`src/rtl/ifetch_pkg.sv`:
```
// Shared types and constants for the instruction-fetch stage.
// Imported by the fetch top level and by the next-address mux.
package ifetch_pkg;

  localparam logic [31:0] DefaultResetPc = 32'h0400_0000;
  localparam logic [31:0] NopInst        = 32'h0000_0013;

  typedef enum logic [1:0] {
    StBoot  = 2'd0,
    StRun   = 2'd1,
    StStall = 2'd2
  } fetch_state_e;

  typedef enum logic [1:0] {
    SelHold     = 2'd0,
    SelRedirect = 2'd1,
    SelPending  = 2'd2,
    SelIncr     = 2'd3
  } addr_sel_e;

  // Word-address increment; wraps modulo 2^32.
  function automatic logic [31:0] pc_incr(input logic [31:0] pc);
    return pc + 32'd1;
  endfunction

endpackage

```
`src/rtl/ifetch_pc_next_mux.sv`:
```
// Priority select of the next fetch address: stall hold, live redirect,
// pending redirect, then sequential increment.
module pc_next_mux
  import ifetch_pkg::*;
(
  input  logic        stall_i,
  input  logic        redirect_i,
  input  logic [31:0] redirect_addr_i,
  input  logic        pend_v_i,
  input  logic [31:0] pend_addr_i,
  input  logic [31:0] pc_i,
  output logic [31:0] next_addr_o
);

  addr_sel_e sel;

  always_comb begin
    sel = SelIncr;
    if (stall_i) begin
      sel = SelHold;
    end else if (redirect_i) begin
      sel = SelRedirect;
    end else if (pend_v_i) begin
      sel = SelPending;
    end
  end

  always_comb begin
    next_addr_o = pc_i;
    unique case (sel)
      SelHold:     next_addr_o = pc_i;
      SelRedirect: next_addr_o = redirect_addr_i;
      SelPending:  next_addr_o = pend_addr_i;
      SelIncr:     next_addr_o = pc_incr(pc_i);
    endcase
  end

endmodule

```
`src/rtl/ifetch.sv`:
```
// Instruction-fetch stage: owns the word PC, drives the synchronous IMEM port
// with zero-bubble redirects, and counts instructions accepted by decode.
module ifetch
  import ifetch_pkg::*;
#(
  parameter logic [31:0] RESET_PC = DefaultResetPc,
  parameter logic [31:0] NOP_INST = NopInst
) (
  input  logic        clk,
  input  logic        rst_n,
  input  logic        stall_i,
  input  logic        redirect_i,
  input  logic [31:0] redirect_addr_i,
  output logic [31:0] imem_addr_o,
  output logic        imem_en_o,
  input  logic [31:0] imem_data_i,
  output logic [31:0] pc_o,
  output logic [31:0] inst_o,
  output logic        valid_o,
  output logic [31:0] fetch_cnt_o
);

  fetch_state_e state_q, state_d;
  logic [31:0]  pc_q;
  logic         pend_v_q, pend_v_d;
  logic [31:0]  pend_addr_q, pend_addr_d;
  logic [31:0]  cnt_q, cnt_d;
  logic [31:0]  mux_addr;
  logic         booting;

  assign booting = (state_q == StBoot);

  pc_next_mux u_pc_next_mux (
    .stall_i         (stall_i),
    .redirect_i      (redirect_i),
    .redirect_addr_i (redirect_addr_i),
    .pend_v_i        (pend_v_q),
    .pend_addr_i     (pend_addr_q),
    .pc_i            (pc_q),
    .next_addr_o     (mux_addr)
  );

  // State register
  always_ff @(posedge clk) begin
    if (!rst_n) begin
      state_q <= StBoot;
    end else begin
      state_q <= state_d;
    end
  end

  // Next-state logic
  always_comb begin
    state_d = state_q;
    unique case (state_q)
      StBoot:  state_d = StRun;
      StRun:   state_d = stall_i ? StStall : StRun;
      StStall: state_d = stall_i ? StStall : StRun;
      default: state_d = StBoot;
    endcase
  end

  // Outputs
  always_comb begin
    imem_en_o   = rst_n;
    valid_o     = !booting;
    inst_o      = booting ? NOP_INST : imem_data_i;
    imem_addr_o = (!rst_n || booting) ? RESET_PC : mux_addr;
    pc_o        = pc_q;
    fetch_cnt_o = cnt_q;
  end

  // A redirect that lands during a stall is parked until the stall lifts;
  // the first unstalled cycle consumes or supersedes it.
  always_comb begin
    pend_v_d    = pend_v_q;
    pend_addr_d = pend_addr_q;
    if (!booting) begin
      if (stall_i && redirect_i) begin
        pend_v_d    = 1'b1;
        pend_addr_d = redirect_addr_i;
      end else if (!stall_i) begin
        pend_v_d = 1'b0;
      end
    end
  end

  always_comb begin
    cnt_d = cnt_q;
    if (valid_o && !stall_i) begin
      cnt_d = cnt_q + 32'd1;
    end
  end

  always_ff @(posedge clk) begin
    if (!rst_n) begin
      pc_q        <= RESET_PC;
      pend_v_q    <= 1'b0;
      pend_addr_q <= 32'h0;
      cnt_q       <= 32'h0;
    end else begin
      pc_q        <= imem_addr_o;
      pend_v_q    <= pend_v_d;
      pend_addr_q <= pend_addr_d;
      cnt_q       <= cnt_d;
    end
  end

endmodule

```
`config.mk`:
```
export PLATFORM = sky130hd
export DESIGN_NAME = ifetch
export DESIGN_NICKNAME = d
export VERILOG_FILES = /design/src/rtl/ifetch_pkg.sv /design/src/rtl/ifetch_pc_next_mux.sv /design/src/rtl/ifetch.sv
export SDC_FILE = /design/constraint.sdc
export NUM_CORES = 1
export LEC_CHECK = 0
export BUFFER_PORTS_ARGS = -buffer_cell sky130_fd_sc_hd__buf_2
export CORE_ASPECT_RATIO = 0.7
export CORE_MARGIN = 1.5
export CORE_UTILIZATION = 46
export DETAILED_ROUTE_END_ITERATION = 7
export PLACE_DENSITY = 0.73
export SLEW_MARGIN = 10
export SYNTH_ARGS = -nofsm -noshare
export SYNTH_HDL_FRONTEND = slang
export SYNTH_HIERARCHICAL = 1
export SYNTH_SLANG_ARGS = --single-unit
export TNS_END_PERCENT = 30
```
`constraint.sdc`:
```
create_clock -name clk -period 2.1 [get_ports clk]
set_input_delay 0.105 -clock clk [delete_from_list [all_inputs] [get_ports clk]]
set_output_delay 0.105 -clock clk [all_outputs]
set_load 0.03 [all_outputs]
```
==> impl_metrics.toml, run 1 <==
[cts]
worstSkewPairLatency_ns = 0.35
cts_buffer_depth = 2
cts.sinks = 99
cts.htree.levels = 3
clk_pin_slew_worst_paths_ns = 0.07
cts_made_buffers = 9
cts_tree = "yes"
root_buffer = "clkbuf_16"

[place]
placed_cell_area_um2 = 7740
gp_congestion = 0.881
hpwlAfterDp_mm = 14.5
io_buffers = 197
place_inst = 1183

[synthesis]
yosys_warnings = 6
yosys.area.top_type = "dfxtp_1"
synth_edf_count = 0
seq_area_frac_synth = 0.341
synth_compound_area_frac = 0.215
synthAdderAreaFrac = 0.00861
synth_fp_nets = 846
synthFlopType = "dfxtp_1"
synthCells = 774
ys_seq_elements = 99
yosysMostFrequentCell = "nand2_1"
synthTopCellsByCount = "nand2_1 (110), dfxtp_1 (99), and3_1 (70), a21oi_1 (66), clkbuf_1 (58)"
synth_top_family_by_area = "simple AND/OR/NAND/NOR gates"
synth_xor_area_frac = 0.0136
syn_area_per_cell_um2 = 7.51
synthMuxAreaShare = 0.0121
syn_area_um2 = 5810
async_flop_share = 0
netlist.area_leader.share = 0.341
synth_area_leaders = "dfxtp_1 (34%), and3_1 (7.5%), nand2_1 (7.1%), a21oi_1 (5.7%), clkbuf_1 (3.7%)"
synth_cell_types = 63
synth-simple-area-share = 0.350

[global_routing]
grt_first_pass_wirelength_mm = 33.5
grt_max_degree = 48
globalRouteOverflowTotal = 0
grt_use_met3 = 0.0739
gr-usage-all-layers = 0.315
grt_pass1_vias = 6433
top_usage_layer = "met1"
use_met1 = 0.463
gr-usage-met2 = 0.458
antenna_found_initial = 0

[critical_path]
startpoint_type = "flip-flop"
path_buf_inv = 1
crit_family = "simple AND/OR/NAND/NOR gates"
path_cells = "nand3_4, or4_4, or4_4, o2111ai_2, and3_4, buf_6"
cp.required_ns = 2.00
arrival_ns = 2.39
critPathLaunch = "pc_o[0]$_SDFF_PN0_"
worstReg2RegStart = "state_q[0]$_SDFF_PN0_"
path_class = "reg -> out"
cp_max_fo = 5
endpoint_kind = "output pin"
crit_slowest_cell = "or4_4"
slowest_delay_ns = 0.59
cpMostUsedCell = "or4_4"

[power]
pwr-share-comb = 0.237
seq_power_share = 0.413
clock_power_share = 0.350
power_switching_w = 0.00152
internal_power_w = 0.00324
ir_worst_vdd_mv = 0.422
power_leakage_nw = 3.97
powerDensity_nw_per_um2 = 525
switching_share = 0.320

[drt]
totalWireLength_mm = 22.3
drcViolationCount = 0
drt-wirelength-per-cell_um = 18.2
num_vias = 7413
first_pass_iters = 6
ant_nets = 0
drtIter0Drc = 725
vias_per_cell = 6.07

[finish]
syn_to_final_growth_pct = 56.3
final_cell_count_no_fill = 1222
fillerInstances = 922
final_area_um2 = 9080
multiInputGateArea_um2 = 4150
nNetsFinal = 1128
n_antenna_cell = 0
register_area_um2 = 2040
drive_gt1_frac = 0.449

[timing]
hold_viol = 0
slew_violations = 0
layout_setup_ws_ns = -0.396
finalCriticalPeriod_ns = 2.50
rsz0062_at_grt = "yes"
tightest_slew_ns = 0.588
max_freq_mhz = 401
slew_headroom = 0.607
skew_ns = 0.0113
fin_crit_sh = 1.19
setup_viol = 43

[die]
die_y_um = 97.0
row_count = 34
io_pins = 198
core_area_um2 = 12400
die-width_um = 137
dieArea_um2 = 13300
start_util = 0.469

[min_path]
min_path_type = "in -> reg"
min_from = "redirect_addr_i[28]"

[job]
maxCapViolCount = 0

[status]
status = "finished, violations left"
failed_checks = "setup timing"
## area by class of cell
class / count / share of cell area
Sequential cell: 99 / 0.225
Clock inverter: 4 / 0.00317
Multi-Input combinational cell: 589 / 0.457
Clock buffer: 11 / 0.0291
Timing Repair Buffer: 334 / 0.254
Tap cell: 162 / 0.0223
Inverter: 23 / 0.00951
## sequential cells by signal (all words and copies together) (netlist names)
signal	count
pend_addr_q	32
state_q	2
fetch_cnt_o	32
pend_v_q	1
pc_o	32
## placed cells by master, fill, tap and decap left out, types with 5 or more instances in the layout
master / n
nor4_4: 8
o211ai_1: 5
or3_1: 7
dfxtp_2: 13
nor2b_1: 32
buf_6: 46
or4_4: 8
dfxtp_1: 74
or4_1: 14
a31oi_1: 5
a22oi_1: 11
a21oi_1: 61
nand2_1: 108
xnor2_1: 6
a21oi_2: 5
a221oi_2: 5
and3_4: 12
o21ai_1: 8
nand3_4: 6
inv_1: 22
dfxtp_4: 12
o31ai_1: 13
o21ai_0: 24
nor3_2: 8
o22ai_1: 6
buf_4: 112
mux2i_1: 7
clkbuf_16: 10
nor3_1: 11
and3_1: 59
nand3_1: 13
nor2_1: 28
nand4_1: 20
buf_2: 169
## repair_timing
item | CTS | global route
hold buffers | 2 | 0
setup endpoints to repair | 50 | 71
setup buffers | 8 | 13
hold endpoints to repair | 2 | 0
gates resized for setup | 122 | 88
gates cloned | 2 | 0
pin swaps | 53 | 32
## final timing paths
path	end	slack (ns)	cells past startpoint
setup reg to reg	fetch_cnt_o[14]$_SDFFE_PN0P_	-0.14	6
hold reg to reg	pend_addr_q[21]$_SDFFE_PN0P_	0.45	2
hold / removal	pend_addr_q[28]$_SDFFE_PN0P_	0.006	3
setup / recovery	imem_addr_o[13]	-0.40	6
## per-layer routing
layer | vias up | routed length, µm
li1 | 3438 | -
met1 | 3459 | 9590
met2 | 462 | 9850
met3 | 54 | 2410
met4 | 0 | 446
met5 | - | 0
## worst reg2reg max path, delay by kind of cell, from the launching register on
family | cells | cell delay (ns)
AOI/OAI and AO/OA | 1 | 0.14
adders and majority gates | 1 | 0.18
buffers and inverters | 1 | 0.05
DFF | 1 | 0.33
and+or+nand+nor | 3 | 1.49
## power groups by stage
stage / Combinational [W] / Sequential (W) / Clock, W
CTS: 0.00108 / 0.00197 / 0.00168
finish: 0.00113 / 0.00197 / 0.00167
global route: 0.00120 / 0.00197 / 0.00176
detailed placement: 0.00100 / 0.00200 / 0
floorplan: 0.000591 / 0.00205 / 0
global placement: 0.000995 / 0.00200 / 0
## cell families after synthesis
kind of cell / after synthesis
DFF: 99
buffers and inverters: 87
AOI/OAI and AO/OA: 191
and+or+nand+nor: 377
xor gates and xnor gates: 9
adders and majority gates: 4
muxes: 7
## metrics by stage
| stage | util | setup slack, ns | hold WS [ns] | setup TNS [ns] | power, W |
|---|---|---|---|---|---|
| floorplan | - | -0.155 | 0.241 | -2.38 | 0.00264 |
| global placement | 0.625 | -0.184 | 0.362 | -1.92 | 0.00300 |
| detailed placement | 0.625 | -0.222 | 0.369 | -2.53 | 0.00301 |
| CTS | 0.696 | -0.369 | 0.000440 | -7.22 | 0.00472 |
| global route | 0.734 | -0.444 | 0.00189 | -12.16 | 0.00494 |
| finish | 0.734 | -0.396 | 0.00584 | -8.87 | 0.00477 |
Note: power is estimated with default switching activity, not from simulation.
==> run 2, diff against run 1 <==
--- a/config.mk
+++ b/config.mk
@@ -8,12 +8,12 @@
 export BUFFER_PORTS_ARGS = -buffer_cell sky130_fd_sc_hd__buf_2
 export CORE_ASPECT_RATIO = 0.7
 export CORE_MARGIN = 1.5
-export CORE_UTILIZATION = 46
+export CORE_UTILIZATION = 51
 export DETAILED_ROUTE_END_ITERATION = 7
-export PLACE_DENSITY = 0.73
+export GPL_ROUTABILITY_DRIVEN = 0
+export PLACE_DENSITY = 0.77
 export SLEW_MARGIN = 10
 export SYNTH_ARGS = -nofsm -noshare
 export SYNTH_HDL_FRONTEND = slang
-export SYNTH_HIERARCHICAL = 1
 export SYNTH_SLANG_ARGS = --single-unit
 export TNS_END_PERCENT = 30
==> constraint.sdc (replaced) <==
create_clock -name clk -period 2.5 [get_ports clk]
set_input_delay 0.125 -clock clk [delete_from_list [all_inputs] [get_ports clk]]
set_output_delay 0.125 -clock clk [all_outputs]
set_load 0.03 [all_outputs]
==> run 2 against run 1 <==
Against the previous run:
- the flow now finishes without violations
- die area fell by 9.8%
- critical path depth increased by 1
- via count down 14%
- combinational power fell by 28%
- core utilization decreased by 6.0 points
- sequential share of layout area rose by 4.5 points
- design area down 18%
- first-iteration DRC count shrank 31%
- count of clock-buffer cells in the layout is 1 lower
- global-route usage fell by 0.71 points
==> impl_metrics.toml, run 2 <==
[status]
status = "finished, final reports clean"

[min_path]
min_path_type = "in -> reg"
min_from = "redirect_addr_i[20]"

[synthesis]
ys_seq_elements = 99
synthFlopType = "dfxtp_1"
synth_edf_count = 0
yosys.area.top_type = "dfxtp_1"
synthCells = 759
synth_fp_nets = 831
async_flop_share = 0
syn_area_um2 = 5790
synthTopCellsByCount = "nand2_1 (149), dfxtp_1 (99), o21ai_0 (54), a21oi_1 (47), clkbuf_1 (40)"
yosysMostFrequentCell = "nand2_1"
syn_area_per_cell_um2 = 7.63
synth_area_leaders = "dfxtp_1 (34%), nand2_1 (9.7%), o21ai_0 (4.7%), a21boi_0 (4.4%), a21oi_1 (4.1%)"
synth_cell_types = 60
seq_area_frac_synth = 0.342
yosys_warnings = 0
netlist.area_leader.share = 0.342

[timing]
tightest_slew_ns = 0.618
setup_viol = 0
max_freq_mhz = 408
fin_crit_sh = 0.980
skew_ns = 0.0130
slew_violations = 0
finalCriticalPeriod_ns = 2.45
slew_headroom = 0.588
rsz0062_at_grt = "yes"
hold_viol = 0

[critical_path]
endpoint_kind = "output pin"
path_class = "reg -> out"
cp_max_fo = 5
path_cells = "ha_4, nand4_4, or4_4, nor4_4, o21ai_2, a31oi_1, buf_4"
startpoint_type = "flip-flop"
critPathLaunch = "pc_o[1]$_SDFF_PN0_"
crit_slowest_cell = "or4_4"
worstReg2RegStart = "state_q[0]$_SDFF_PN0_"
slowest_delay_ns = 0.59
cp.required_ns = 2.38
arrival_ns = 2.32

[finish]
register_area_um2 = 2010
final_cell_mix = "buf_2 (193), nand2_1 (148), dfxtp_1 (84)"
syn_to_final_growth_pct = 28.4
drive_gt1_frac = 0.315
nNetsFinal = 1020
post-route-util = 0.673
final_common_cell = "buf_2"
fillerInstances = 987
multiInputGateArea_um2 = 3630

[power]
clock_power_share = 0.355
power_switching_w = 0.00124
seq_power_share = 0.434
switching_share = 0.323
internal_power_w = 0.00260
pwr-share-comb = 0.211
power_w = 0.00384
ir_worst_vdd_mv = 0.386
power_leakage_nw = 3.17
powerDensity_nw_per_um2 = 515

[drt]
met3_length_mm = 1.49
totalWireLength_mm = 18.4
drt-wirelength-per-cell_um = 16.6
highest_layer = "met4"
first_pass_iters = 5
wl_met1_mm = 8.06
ant_nets = 0
num_vias = 6400
drcViolationCount = 0
drtIter0Drc = 498
wl_met2_mm = 8.40
vias_per_cell = 5.78

[cts]
cts.htree.levels = 3
worstSkewPairLatency_ns = 0.35
cts_buffer_depth = 2
cts.sinks = 99
root_buffer = "clkbuf_16"
cts_made_buffers = 9
clk_pin_slew_worst_paths_ns = 0.08
cts_tree = "yes"

[place]
io_buffers = 197
hpwlAfterDp_mm = 13.2

[global_routing]
antenna_found_initial = 1
grt_first_pass_wirelength_mm = 28.9
grt_max_degree = 74
globalRouteOverflowTotal = 0
gr-usage-all-layers = 0.308
grt_pass1_vias = 5576

[die]
row_count = 32
start_util = 0.524
die-width_um = 130
io_pins = 198
die_y_um = 92.2
dieArea_um2 = 12000
core_area_um2 = 11100

[job]
maxCapViolCount = 0
-- run 2: cell types whose count changed in the layout (fill, tap and decap cells not counted), moves of 12 or more --
cell,change
buf_4,-77
and3_1,-51
buf_6,-46
nand2_1,+40
a21boi_0,+34
o21ai_0,+29
buf_2,+24
and2_1,+23
a21oi_1,-15
or4_1,-13
and3_4,-12
-- run 2: cell type report --
type,instances,share of cell area
clock buffers,10,0.0321
inverters,12,0.00605
repair buffers,231,0.171
multi-input cells,595,0.488
clock inverters,6,0.00639
diodes,1,0.000336
flip-flops and latches,99,0.270
well taps,153,0.0257
-- run 2: power groups by stage --
stage | combinational (W) | clock (W) | sequential [W]
final | 0.000811 | 0.00136 | 0.00166
after global routing | 0.000878 | 0.00144 | 0.00167
after CTS | 0.000800 | 0.00137 | 0.00166
after detailed placement | 0.000795 | 0 | 0.00170
after global placement | 0.000788 | 0 | 0.00170
after floorplan | 0.000492 | 0 | 0.00173
-- run 2: path summary, 6_finish.rpt --
check / end / slack (ns) / cells past startpoint
worst max register to register: fetch_cnt_o[31]$_SDFFE_PN0P_ / 0.44 / 7
worst max-delay path: imem_addr_o[20] / 0.05 / 7
worst min register to register: pend_addr_q[16]$_SDFFE_PN0P_ / 0.46 / 2
worst min-delay path: pend_addr_q[20]$_SDFFE_PN0P_ / 0.04 / 3
-- run 2: kinds of logic after synthesis --
group	count (synthesis)	share of synthesized area
DFF	99	0.342
adders and majority gates	4	0.00864
muxes	6	0.0104
xor gates and xnor gates	23	0.0348
buffers and inverters	65	0.0443
AOI/OAI and AO/OA	208	0.234
and+or+nand+nor	354	0.326
-- run 2: metal layers --
metal,up-vias,global-route usage
met1,2975,0.421
li1,3080,-
met5,-,0
met4,0,0.0916
met2,302,0.478
met3,43,0.0753
-- run 2: worst max-delay path, delay by kind of cell (launching register included) --
kind            cells  cell delay [ns]
simple gates        3             0.97
buf+inv             1             0.19
fa+ha+maj           1             0.14
flops               1             0.38
compound gates      2             0.27
-- run 2: stage by stage --
step                area, µm²  setup TNS, ns  hold slack, ns  setup slack (ns)  instances
floorplan                5800         -0.177           0.270           -0.0884        759
global placement         7010              0           0.393             0.263       1085
detailed placement       7010              0           0.397             0.190       1085
CTS                      7360              0          0.0314           0.00697       1102
global route             7440        -0.0770          0.0414           -0.0500       1107
finish                   7440              0          0.0385            0.0502       1107
-- run 2: repair_timing --
action	in CTS	in global routing
setup buffers	1	4
hold buffers	0	0
pin swaps	2	9
setup endpoints to repair	13	18
gates resized for setup	16	19
==> run 3, diff against run 2 <==
--- a/config.mk
+++ b/config.mk
@@ -5,13 +5,14 @@
 export SDC_FILE = /design/constraint.sdc
 export NUM_CORES = 1
 export LEC_CHECK = 0
+export ABC_AREA = 1
 export BUFFER_PORTS_ARGS = -buffer_cell sky130_fd_sc_hd__buf_2
 export CORE_ASPECT_RATIO = 0.7
 export CORE_MARGIN = 1.5
-export CORE_UTILIZATION = 51
+export CORE_UTILIZATION = 52
 export DETAILED_ROUTE_END_ITERATION = 7
 export GPL_ROUTABILITY_DRIVEN = 0
-export PLACE_DENSITY = 0.77
+export PLACE_DENSITY = 0.78
 export SLEW_MARGIN = 10
 export SYNTH_ARGS = -nofsm -noshare
 export SYNTH_HDL_FRONTEND = slang
==> run 3 against run 2 <==
Against the previous run:
- non-clock buffer count down 20
- clock power rose by 7%
- clock skew decreased by 0.0045 ns
- largest cell class unchanged
- highest routed layer unchanged
==> impl_metrics.toml, run 3 <==
[status]
status = "finished, final reports clean"

[timing]
fin_crit_sh = 0.939
hold_viol = 0
tightest_slew_ns = 0.647
max_freq_mhz = 426
skew_ns = 0.00853
slew_violations = 0
setup_viol = 0
slew_headroom = 0.568
finalCriticalPeriod_ns = 2.35

[cts]
worstSkewPairLatency_ns = 0.35
ctsHoldBuffers = 0
cts.htree.levels = 3
clk_pin_slew_worst_paths_ns = 0.07
cts_tree = "yes"
cts.sinks = 99
cts_made_buffers = 9
cts_buffer_depth = 2
root_buffer = "clkbuf_16"

[critical_path]
path_class = "reg -> out"
startpoint_type = "flip-flop"
worstReg2RegStart = "state_q[0]$_SDFF_PN0_"
critPathLaunch = "pc_o[1]$_SDFF_PN0_"
arrival_ns = 2.22
cp.required_ns = 2.38
endpoint_kind = "output pin"
cp_max_fo = 4
rrSetupSlack_ns = 0.57

[synthesis]
ys_seq_elements = 99
synth_area_leaders = "dfxtp_1 (32%), nand2_1 (16%), nor2_1 (11%), a21oi_1 (7.9%), inv_1 (6.9%)"
synthTopCellsByCount = "nand2_1 (265), nor2_1 (182), inv_1 (112), dfxtp_1 (99), a21oi_1 (97)"
synth_xor_area_frac = 0.00999
synthCells = 1022
synth_top_family_by_area = "simple AND/OR/NAND/NOR gates"
synthFlopType = "dfxtp_1"
synth_edf_count = 0
synth_fp_nets = 1094
synth_cell_types = 39
synthAdderAreaFrac = 0.00815
netlist.area_leader.share = 0.323
syn_area_per_cell_um2 = 6.01
synth-simple-area-share = 0.384
yosysMostFrequentCell = "nand2_1"
async_flop_share = 0
synth_compound_area_frac = 0.174
yosys_warnings = 0
syn_area_um2 = 6140
yosys.area.top_type = "dfxtp_1"
seq_area_frac_synth = 0.323
synthMuxAreaShare = 0

[drt]
drtIter0Drc = 793
ant_nets = 0
num_vias = 7321
drcViolationCount = 0
vias_per_cell = 5.37
totalWireLength_mm = 20.2
first_pass_iters = 5
drt-wirelength-per-cell_um = 14.8

[die]
dieArea_um2 = 12500
core_area_um2 = 11300
start_util = 0.545
die_y_um = 93.9
die-width_um = 133
io_pins = 198
row_count = 32

[place]
placed_cell_area_um2 = 7230
io_buffers = 197
hpwlAfterDp_mm = 15.2

[finish]
final_area_um2 = 7580
final_cell_mix = "nand2_1 (265), buf_2 (196), nor2_1 (181)"
drive_gt1_frac = 0.221
syn_to_final_growth_pct = 23.5
nNetsFinal = 1277
fillerInstances = 1077
multiInputGateArea_um2 = 3540
register_area_um2 = 1980
post-route-util = 0.673
final_common_cell = "nand2_1"

[power]
powerDensity_nw_per_um2 = 526
power_leakage_nw = 3.55
power_w = 0.00399
ir_worst_vdd_mv = 0.428

[min_path]
min_from = "redirect_addr_i[11]"
min_path_type = "in -> reg"

[global_routing]
grt_pass1_vias = 6410
gr-usage-all-layers = 0.327
grt_first_pass_wirelength_mm = 32.3
globalRouteOverflowTotal = 0
antenna_found_initial = 1
grt_max_degree = 39

[job]
maxCapViolCount = 0
==> run 3: through the flow <==
step                hold WS, ns  setup TNS (ns)  instances  setup slack (ns)
finish                   0.0209               0       1364             0.153
detailed placement        0.372               0       1344             0.571
global placement          0.368               0       1344             0.622
floorplan                 0.260               0       1022             0.404
CTS                      0.0167               0       1360             0.184
global route             0.0251         -0.0319       1364           -0.0319
==> run 3: logic make-up (layout without fill, tap and decap cells) <==
kind of cell,count (synthesis),count (layout)
AND/OR/NAND/NOR,552,552
AO/OA/AOI/OAI,201,201
buffers and inverters,159,347
flip-flops,99,99
XOR/XNOR,7,7
adder cells (fa/ha/maj),4,4
other,0,1
==> run 3: critical path: stages (launching register included) <==
cell and delay (ns):
dfxtp_1 0.38, ha_1 0.21, nand2_1 0.12, nor2_4 0.19
buf_4 0.14, nand2_1 0.09, inv_2 0.10, nand2_1 0.05
nand2_1 0.05, nand3_1 0.08, a21oi_1 0.23, buf_2 0.24
==> run 3: worst paths after layout <==
check	to	cells after the start
worst max-delay path	imem_addr_o[24]	11
worst max register to register	fetch_cnt_o[22]$_SDFFE_PN0P_	10
worst min-delay path	pend_addr_q[11]$_SDFFE_PN0P_	3
worst min register to register	pend_addr_q[20]$_SDFFE_PN0P_	2
==> run 3: final cells by class <==
class / count / share of cell area
Sequential cell: 99 / 0.262
Antenna cell: 1 / 0.000330
Timing Repair Buffer: 211 / 0.144
Multi-Input combinational cell: 764 / 0.467
Clock inverter: 5 / 0.00809
Inverter: 120 / 0.0598
Clock buffer: 11 / 0.0334
Tap cell: 153 / 0.0253
==> run 3: what timing repair did <==
item / CTS / global route
gates resized for setup: 0 / 4
endpoints found under the setup margin: 0 / 4
endpoints found under the hold margin: 0 / 0
setup buffers: 0 / 3
==> run 3: power breakdown <==
group	switching (W)	internal (W)
sequential	0.0000667	0.00164
clock	0.000623	0.000835
combinational	0.000584	0.000235
==> run 3: per-layer routing <==
| layer | routed length, µm | track usage | vias up |
|---|---|---|---|
| li1 | - | - | 3639 |
| met1 | 9110 | 0.475 | 3238 |
| met2 | 8560 | 0.493 | 421 |
| met3 | 2200 | 0.0609 | 23 |
| met4 | 306 | 0.0907 | 0 |
| met5 | 0 | 0 | - |
